$ cat config.mk
export PLATFORM = sky130hd
export DESIGN_NAME = freq_tick_gen
export DESIGN_NICKNAME = d
export VERILOG_FILES = /design/src/rtl/freq_tick_gen.sv
export SDC_FILE = /design/constraint.sdc
export NUM_CORES = 1
export LEC_CHECK = 0
export ABC_AREA = 1
export CORE_UTILIZATION = 56
export CTS_CLUSTER_DIAMETER = 200
export DETAILED_ROUTE_END_ITERATION = 12
export GPL_ROUTABILITY_DRIVEN = 0
export PLACE_DENSITY = 0.8
export SLEW_MARGIN = 20
export SYNTH_ARGS = -nofsm -noshare
export SYNTH_HDL_FRONTEND = slang
export SYNTH_SLANG_ARGS = --single-unit
export TNS_END_PERCENT = 10
$ cat constraint.sdc
create_clock -name clk -period 2.6 [get_ports clk]
set_clock_uncertainty 0.1 [all_clocks]
set_input_delay 0.65 -clock clk [delete_from_list [all_inputs] [get_ports clk]]
set_output_delay 0.65 -clock clk [all_outputs]
set_load 0.005 [all_outputs]
$ cat src/rtl/freq_tick_gen.sv
`default_nettype none
`timescale 1ns/1ps
// ============================================================================
// freq_tick_gen : per-bit tick pacer for a serial output stage (high/low rate)
// Rev 1.0
// ============================================================================
module freq_tick_gen #(
    parameter int DATA_BIT     = 16,
    parameter int TICK_PER_BIT = 16,
    parameter int DIV_BIT      = 8
) (
    input  logic                clk,
    input  logic                rst,
    input  logic                i_start,
    input  logic                i_stop,
    input  logic                i_repeat,
    input  logic [DATA_BIT-1:0] i_speed_mask,
    input  logic [DIV_BIT-1:0]  i_high_div,
    input  logic [DIV_BIT-1:0]  i_low_div,
    output logic                o_tick,
    output logic                o_busy,
    output logic [5:0]          o_bit_idx,
    output logic                o_done_tick
);

    typedef enum logic [1:0] {
        S_IDLE = 2'd0,
        S_RUN  = 2'd1,
        S_DONE = 2'd2
    } state_t;

    localparam logic [DIV_BIT-1:0] c_ONE       = {{(DIV_BIT-1){1'b0}}, 1'b1};
    localparam logic [7:0]         c_TICK_LAST = 8'(TICK_PER_BIT - 1);
    localparam logic [5:0]         c_BIT_LAST  = 6'(DATA_BIT - 1);

    state_t               r_state;
    state_t               w_state_nxt;
    logic [DATA_BIT-1:0]  r_mask;
    logic [DIV_BIT-1:0]   r_high_div;
    logic [DIV_BIT-1:0]   r_low_div;
    logic [DIV_BIT-1:0]   r_div_cur;
    logic [DIV_BIT-1:0]   r_presc;
    logic [7:0]           r_tick_cnt;
    logic [5:0]           r_bit_idx;
    logic                 w_tick;
    logic                 w_load;
    logic                 w_bit_end;
    logic                 w_next_sel;

    // A zero divisor behaves like one: a tick on every RUN cycle.
    function automatic logic [DIV_BIT-1:0] eff_div(
        input logic               sel,
        input logic [DIV_BIT-1:0] hi,
        input logic [DIV_BIT-1:0] lo
    );
        logic [DIV_BIT-1:0] d;
        d = sel ? hi : lo;
        return (d == '0) ? c_ONE : d;
    endfunction

    generate
        if (DATA_BIT > 1) begin : g_next_sel_wide
            assign w_next_sel = r_mask[1];
        end else begin : g_next_sel_narrow
            assign w_next_sel = 1'b0;
        end
    endgenerate

    assign w_tick      = (r_state == S_RUN) && (r_presc == (r_div_cur - c_ONE));
    assign w_bit_end   = w_tick && (r_tick_cnt == c_TICK_LAST);
    assign o_tick      = w_tick;
    assign o_busy      = (r_state != S_IDLE);
    assign o_bit_idx   = r_bit_idx;
    assign o_done_tick = (r_state == S_DONE);

    always_ff @(posedge clk or posedge rst) begin
        if (rst) begin
            r_state <= S_IDLE;
        end else begin
            r_state <= w_state_nxt;
        end
    end

    always_comb begin
        w_state_nxt = r_state;
        w_load      = 1'b0;
        case (r_state)
            S_IDLE: begin
                if (i_start) begin
                    w_state_nxt = S_RUN;
                    w_load      = 1'b1;
                end
            end
            S_RUN: begin
                if (w_bit_end && (r_bit_idx == c_BIT_LAST)) begin
                    w_state_nxt = S_DONE;
                end
            end
            S_DONE: begin
                if (i_repeat) begin
                    w_state_nxt = S_RUN;
                    w_load      = 1'b1;
                end else begin
                    w_state_nxt = S_IDLE;
                end
            end
            default: w_state_nxt = S_IDLE;
        endcase
        // Abort wins over start, repeat and frame completion.
        if (i_stop) begin
            w_state_nxt = S_IDLE;
            w_load      = 1'b0;
        end
    end

    always_ff @(posedge clk or posedge rst) begin
        if (rst) begin
            r_mask     <= '0;
            r_high_div <= '0;
            r_low_div  <= '0;
            r_div_cur  <= '0;
            r_presc    <= '0;
            r_tick_cnt <= '0;
            r_bit_idx  <= '0;
        end else if (i_stop) begin
            r_presc    <= '0;
            r_tick_cnt <= '0;
            r_bit_idx  <= '0;
        end else if (w_load) begin
            r_mask     <= i_speed_mask;
            r_high_div <= i_high_div;
            r_low_div  <= i_low_div;
            r_div_cur  <= eff_div(i_speed_mask[0], i_high_div, i_low_div);
            r_presc    <= '0;
            r_tick_cnt <= '0;
            r_bit_idx  <= '0;
        end else if (r_state == S_RUN) begin
            if (w_tick) begin
                r_presc <= '0;
                if (w_bit_end) begin
                    r_tick_cnt <= '0;
                    if (r_bit_idx != c_BIT_LAST) begin
                        r_bit_idx <= r_bit_idx + 6'd1;
                        r_mask    <= r_mask >> 1;
                        r_div_cur <= eff_div(w_next_sel, r_high_div, r_low_div);
                    end
                end else begin
                    r_tick_cnt <= r_tick_cnt + 8'd1;
                end
            end else begin
                r_presc <= r_presc + c_ONE;
            end
        end else begin
            r_presc    <= '0;
            r_tick_cnt <= '0;
            r_bit_idx  <= '0;
        end
    end

endmodule
`default_nettype wire

After elaboration in Yosys (flattened, before gate mapping)
Index checks and enable logic that the tools add are counted.
- $add $sub $neg: 4
- multiply operators: 0
- div/mod/pow operators: 0
- $lt $le $gt $ge: 0
- equality and inequality tests: 11
- shifts and indexed selects: 0
- muxes and demuxes: 38
- bitwise gates (word level): 1
- reductions and logical operators: 15
- operators with widths (operator ; number):
    8-bit two-way mux ; 18
    16-bit two-way mux ; 5
    6-bit two-way mux ; 6
    8-bit by 1-bit adder with 8-bit output (second input constant) ; 2
    8-bit zero test ; 2
    2-bit nonzero test ; 5
    8-bit by 4-bit equality test with 1-bit output (second input constant) ; 1
    8-bit equality test ; 1
    4-bit != test (second input constant) ; 2
    8-bit by 1-bit subtractor with 8-bit output (second input constant) ; 1
    6-bit by 1-bit adder with 6-bit output (second input constant) ; 1
    6-bit by 4-bit equality test with 1-bit output (second input constant) ; 1
    2-bit two-way mux ; 3
    6-bit by 4-bit != test with 1-bit output (second input constant) ; 1
    2-bit one-hot mux with 3 select lines ; 1
    5-bit AND reduction ; 1
    1-bit two-way mux ; 4
    4-bit by 3-bit != test with 1-bit output (second input constant) ; 1
    2-bit AND reduction ; 2
    1-bit logical AND ; 3
    3-bit by 2-bit != test with 1-bit output (second input constant) ; 1
    3-bit != test (second input constant) ; 1
    3-bit AND reduction ; 1
    2-bit by 1-bit equality test with 1-bit output (second input constant) ; 1
    4 further kinds ; 4
- bits in registers: 64
- latch bits: 0
- RAM bits: 0
- ROM bits: 0
- logic and storage cells: 77
- memories kept: 0

Logic depth before layout (Yosys ltp)
- word-level depth: 9
- mapped depth: 16
- depth with buffers taken out: 15

Worst setup path after synthesis
Ideal clock, no wire load.
- kind: register to output
- from: reg r_div_cur[0]
- to: out o_tick
- arrival time: 1.686 ns
- slack: 0.164 ns
- cell stages (with the launch flop): 15
- cell sequence: dfrtp_1 > inv_1 > ha_1 > inv_1 > nand2_1 > nand2_1 > nand2_1 > nand2_1 > nor2_2 > nand3_2 > nor2_4 > nand2_1 > inv_2 > nand2_1 > inv_1
- cells in the longest elaborated chain, start to end: 3
- RTL lines (what ; RTL line ; source):
    start, declared ; 41 ; logic [DIV_BIT-1:0] r_div_cur;
    start signal, assigned ; 133 ; r_div_cur <= eff_div(i_speed_mask[0], i_high_div, i_low_div);
    start signal, assigned ; 145 ; r_div_cur <= eff_div(w_next_sel, r_high_div, r_low_div);
    8-bit by 1-bit subtractor with 8-bit output ; 69 ; assign w_tick = (r_state == S_RUN) && (r_presc == (r_div_cur - c_ONE));
    8-bit equality test ; 69 ;
    1-bit logical AND ; 69 ;
    end, declared ; 20 ; output logic o_tick,
No other way between the ends.

Worst setup path after layout
Ends and elaborated chain as after synthesis.

==> impl_metrics.xml <==
<?xml version="1.0" encoding="UTF-8"?>
<metrics>
  <group name="outcome">
    <metric name="outcome" unit="">finished, final reports clean</metric>
  </group>
  <group name="drt">
    <metric name="detail_route.wl_per_cell" unit="um">12.7</metric>
    <metric name="antenna_violating_nets_post_route" unit="">0</metric>
    <metric name="route.vias.total" unit="">3546</metric>
    <metric name="drtIter0Drc" unit="">216</metric>
    <metric name="detail_route.wirelength" unit="um">8410</metric>
    <metric name="pre_repair_dr_iteration_count" unit="">5</metric>
    <metric name="routed_via_density" unit="">5.35</metric>
    <metric name="drt_drc_violations_left" unit="">0</metric>
  </group>
  <group name="synthesis">
    <metric name="synthAdderAreaFrac" unit="">0.0135</metric>
    <metric name="average_footprint_of_a_synthesized_cell" unit="um^2">7.11</metric>
    <metric name="flip_flop_and_latch_count_after_synthesis" unit="">63</metric>
    <metric name="asyncSetResetFlopFracSynth" unit="">1.00</metric>
    <metric name="netlist_instances" unit="">520</metric>
    <metric name="synth-edff-count" unit="">0</metric>
    <metric name="post_synthesis_compound_gate_area_fraction" unit="">0.0680</metric>
    <metric name="synth_simple_gate_area_frac" unit="">0.379</metric>
    <metric name="xor_xnor_cell_area_share_of_the_yosys_netlist" unit="">0.0237</metric>
    <metric name="multiplexer_area_fraction_after_synthesis" unit="">0.00271</metric>
    <metric name="ys_seq_area_frac" unit="">0.426</metric>
    <metric name="syn_nets" unit="">561</metric>
    <metric name="distinct_cells_synth" unit="">36</metric>
    <metric name="mappedNetlistArea" unit="um^2">3700</metric>
    <metric name="synth_top_family_by_area" unit="">simple AND/OR/NAND/NOR gates</metric>
    <metric name="synthesis.yosys.warnings" unit="">0</metric>
    <metric name="ys.flop_type" unit="">sky130_fd_sc_hd__dfrtp_1</metric>
  </group>
  <group name="die">
    <metric name="fp.dieArea" unit="um^2">6930</metric>
    <metric name="core.rowCount" unit="">29</metric>
    <metric name="die_h" unit="um">83.3</metric>
    <metric name="die_width" unit="um">83.3</metric>
    <metric name="initial_util" unit="">0.582</metric>
    <metric name="design.core.area" unit="um^2">6350</metric>
    <metric name="pin_count" unit="">46</metric>
  </group>
  <group name="timing">
    <metric name="finalHoldWorstSlack" unit="ps">377</metric>
    <metric name="setup_tns" unit="ps">0</metric>
    <metric name="timing.fmax" unit="MHz">387</metric>
    <metric name="final_period_minus_worst_setup_slack" unit="ps">2580</metric>
    <metric name="setup_ws" unit="ps">17.0</metric>
    <metric name="rsz0062_at_grt" unit="">yes</metric>
    <metric name="max_slew.worst_pin.slew" unit="ps">508</metric>
    <metric name="fraction_of_the_cycle_the_final_worst_path_needs" unit="">0.993</metric>
    <metric name="final_max_slew_viol_count" unit="">0</metric>
    <metric name="count_of_final_setup_violators" unit="">0</metric>
    <metric name="finalHoldViolations" unit="">0</metric>
    <metric name="relSlewSlack" unit="">0.661</metric>
  </group>
  <group name="global_route">
    <metric name="grt_remaining_overflow" unit="">0</metric>
    <metric name="grt_usage" unit="">0.266</metric>
    <metric name="antenna_violations_before_repair" unit="">0</metric>
    <metric name="grt_start_max_net_pins" unit="">64</metric>
    <metric name="grt_pass1_wl" unit="um">14900</metric>
    <metric name="grt_pass1_vias" unit="">3348</metric>
  </group>
  <group name="cells_and_area">
    <metric name="layout_commonest_cell" unit="">sky130_fd_sc_hd__nand2_1</metric>
    <metric name="seq_area" unit="um^2">1580</metric>
    <metric name="final_cell_mix" unit="">sky130_fd_sc_hd__nand2_1 (193), sky130_fd_sc_hd__dfrtp_1 (62), sky130_fd_sc_hd__nand3_1 (53)</metric>
    <metric name="fin_area" unit="um^2">4580</metric>
    <metric name="antenna_cells_inserted" unit="">0</metric>
    <metric name="finalNetCount" unit="">622</metric>
    <metric name="instances_no_fill" unit="">663</metric>
    <metric name="layout_cell_share_with_drive_strength_beyond_1" unit="">0.121</metric>
    <metric name="area_delta_synth_final" unit="%">23.8</metric>
    <metric name="multi_input_area" unit="um^2">1830</metric>
    <metric name="filler_cell_count" unit="">528</metric>
  </group>
  <group name="cts">
    <metric name="clk_transition_reported_paths" unit="ps">70</metric>
    <metric name="clockRootBuffer" unit="">sky130_fd_sc_hd__clkbuf_8</metric>
    <metric name="worstSkewPairLatency" unit="ps">350</metric>
    <metric name="clock_tree_from_tritoncts" unit="">done</metric>
    <metric name="h_tree_lvls" unit="">3</metric>
    <metric name="cts_buffers" unit="">9</metric>
    <metric name="clock_tree.buffer_depth" unit="">2</metric>
    <metric name="cts.sink_count" unit="">63</metric>
  </group>
  <group name="hold_path">
    <metric name="min-delay-start" unit="">r_mask[3]$_DFFE_PP0P_</metric>
    <metric name="min-delay-path-class" unit="">flop to flop</metric>
    <metric name="whs_endpoint" unit="">r_mask[3]$_DFFE_PP0P_</metric>
    <metric name="worstHoldPathCells" unit="">2</metric>
  </group>
  <group name="place">
    <metric name="numPortBuffers" unit="">45</metric>
    <metric name="dp_hpwl" unit="um">5880</metric>
    <metric name="instance_area_at_placement" unit="um^2">4320</metric>
    <metric name="dpl_worst_slack" unit="ps">-112</metric>
    <metric name="post-place-cells" unit="">646</metric>
  </group>
  <group name="power">
    <metric name="vdd_drop_max" unit="mV">0.582</metric>
    <metric name="power_density" unit="nW/um^2">834</metric>
    <metric name="p_leak" unit="nW">2.35</metric>
  </group>
  <group name="flow_run">
    <metric name="max_cap_viol_count" unit="">0</metric>
  </group>
  <group name="critical_path">
    <metric name="startpoint_type" unit="">flop</metric>
    <metric name="criticalPathCategory" unit="">flop to primary output</metric>
    <metric name="crit_fanout" unit="">2</metric>
    <metric name="r2r_cells" unit="">15</metric>
    <metric name="worst_r2r_startpoint" unit="">r_div_cur[0]$_DFFE_PP0P_</metric>
    <metric name="regToRegSetupSlack" unit="ps">190</metric>
    <metric name="worst_r2r_endpoint" unit="">o_bit_idx[3]$_DFFE_PP0P_</metric>
    <metric name="worstSetupEndpointType" unit="">primary output</metric>
    <metric name="arrival" unit="ps">1830</metric>
    <metric name="worst_ep_required" unit="ps">1850</metric>
  </group>
</metrics>
[what timing repair did]
action                                  4_1_cts  5_1_grt
endpoints found under the hold margin         0        0
hold buffers                                  0        0
gates resized for setup                      18        1
pin swaps                                     5        0
endpoints found under the setup margin        1        3
setup buffers                                 1        0
[synth_stat cells, types with 2 or more instances]
cell type                  number  area share
sky130_fd_sc_hd__nand2_1      198        0.20
sky130_fd_sc_hd__or2_2          2      0.0034
sky130_fd_sc_hd__nor4_1         4      0.0068
sky130_fd_sc_hd__buf_2          6      0.0081
sky130_fd_sc_hd__nor2_4         2      0.0061
sky130_fd_sc_hd__inv_2          2      0.0020
sky130_fd_sc_hd__buf_4          4      0.0081
sky130_fd_sc_hd__nor2_2         4      0.0068
sky130_fd_sc_hd__xor2_1         8       0.019
sky130_fd_sc_hd__a21oi_1        2      0.0027
sky130_fd_sc_hd__clkbuf_1       6      0.0061
sky130_fd_sc_hd__ha_1           4       0.014
sky130_fd_sc_hd__nand2_4        2      0.0061
sky130_fd_sc_hd__dfrtp_1       63        0.43
sky130_fd_sc_hd__xnor2_1        2      0.0047
sky130_fd_sc_hd__nand3b_1       2      0.0041
sky130_fd_sc_hd__nand3_1       53       0.072
sky130_fd_sc_hd__nor2_1        29       0.029
sky130_fd_sc_hd__inv_1         54       0.055
sky130_fd_sc_hd__o21ai_0       40       0.054
sky130_fd_sc_hd__nor3_1         8       0.011
sky130_fd_sc_hd__o22ai_1        2      0.0034
sky130_fd_sc_hd__buf_6          2      0.0061
sky130_fd_sc_hd__nand4_1        9       0.015
[routing by layer]
metal	GRT usage	routed length [um]
met4	0.0768	110
met5	0	0
met3	0.0636	377
met2	0.432	3980
met1	0.355	3940
[worst max-delay path: stages, from the launching register on]
cell and delay [ps]:
sky130_fd_sc_hd__dfrtp_1 370, sky130_fd_sc_hd__inv_2 70, sky130_fd_sc_hd__ha_4 260, sky130_fd_sc_hd__xor2_1 130, sky130_fd_sc_hd__nand2_1 80, sky130_fd_sc_hd__nor2_2 90, sky130_fd_sc_hd__nand3_2 90, sky130_fd_sc_hd__nor2_4 100
sky130_fd_sc_hd__nand2_2 60, sky130_fd_sc_hd__inv_2 60, sky130_fd_sc_hd__nand2_2 50, sky130_fd_sc_hd__inv_1 40, sky130_fd_sc_hd__buf_2 100
[area by class of cell]
cell class                      instances  area share
Clock buffer                            9      0.0271
Clock inverter                          7      0.0213
Inverter                               56      0.0459
Multi-Input combinational cell        382       0.401
Sequential cell                        63       0.345
Tap cell                               77      0.0210
Timing Repair Buffer                   69       0.139
[report_power, final]
group / total (W) / internal, W / switching (W) / leakage (nW)
combinational: 0.00141 / 0.000593 / 0.000821 / 1.42
sequential: 0.00144 / 0.00123 / 0.000213 / 0.827
clock: 0.000960 / 0.000541 / 0.000419 / 0.105
total: 0.00382 / 0.00236 / 0.00145 / 2.35
[cell families (layout without fill, tap and decap cells)]
family,count (synthesis),after routing
DFF,63,63
buffers and inverters,75,141
xor gates and xnor gates,10,10
and+or+nand+nor,319,319
AOI/OAI and AO/OA,48,48
muxes,1,1
adders and majority gates,4,4
[stage by stage]
stage	power (W)	utilization
final	0.00382	0.721
after global routing	0.00409	0.721
after CTS	0.00380	0.721
after detailed placement	0.00276	0.680
after global placement	0.00271	0.680
after floorplan	0.00234	-
[sequential cells by signal (all words and copies together), names as in the netlist]
signal	flops
r_mask	15
r_div_cur	8
r_high_div	8
r_low_div	8
r_presc	8
r_tick_cnt	8
o_bit_idx	6
r_state	2
[worst max path at each step]
stage                                   from  endpoint  slack, ps  depth (start not counted)
CTS                 r_div_cur[0]$_DFFE_PP0P_    o_tick         20                         12
detailed placement  r_div_cur[0]$_DFFE_PP0P_    o_tick       -110                         15
global route        r_div_cur[0]$_DFFE_PP0P_    o_tick       -140                         12
floorplan           r_div_cur[0]$_DFFE_PP0P_    o_tick        160                         14
finish              r_div_cur[0]$_DFFE_PP0P_    o_tick         20                         12
global placement    r_div_cur[0]$_DFFE_PP0P_    o_tick        -60                         12
Power figures use the tool's default switching activity.
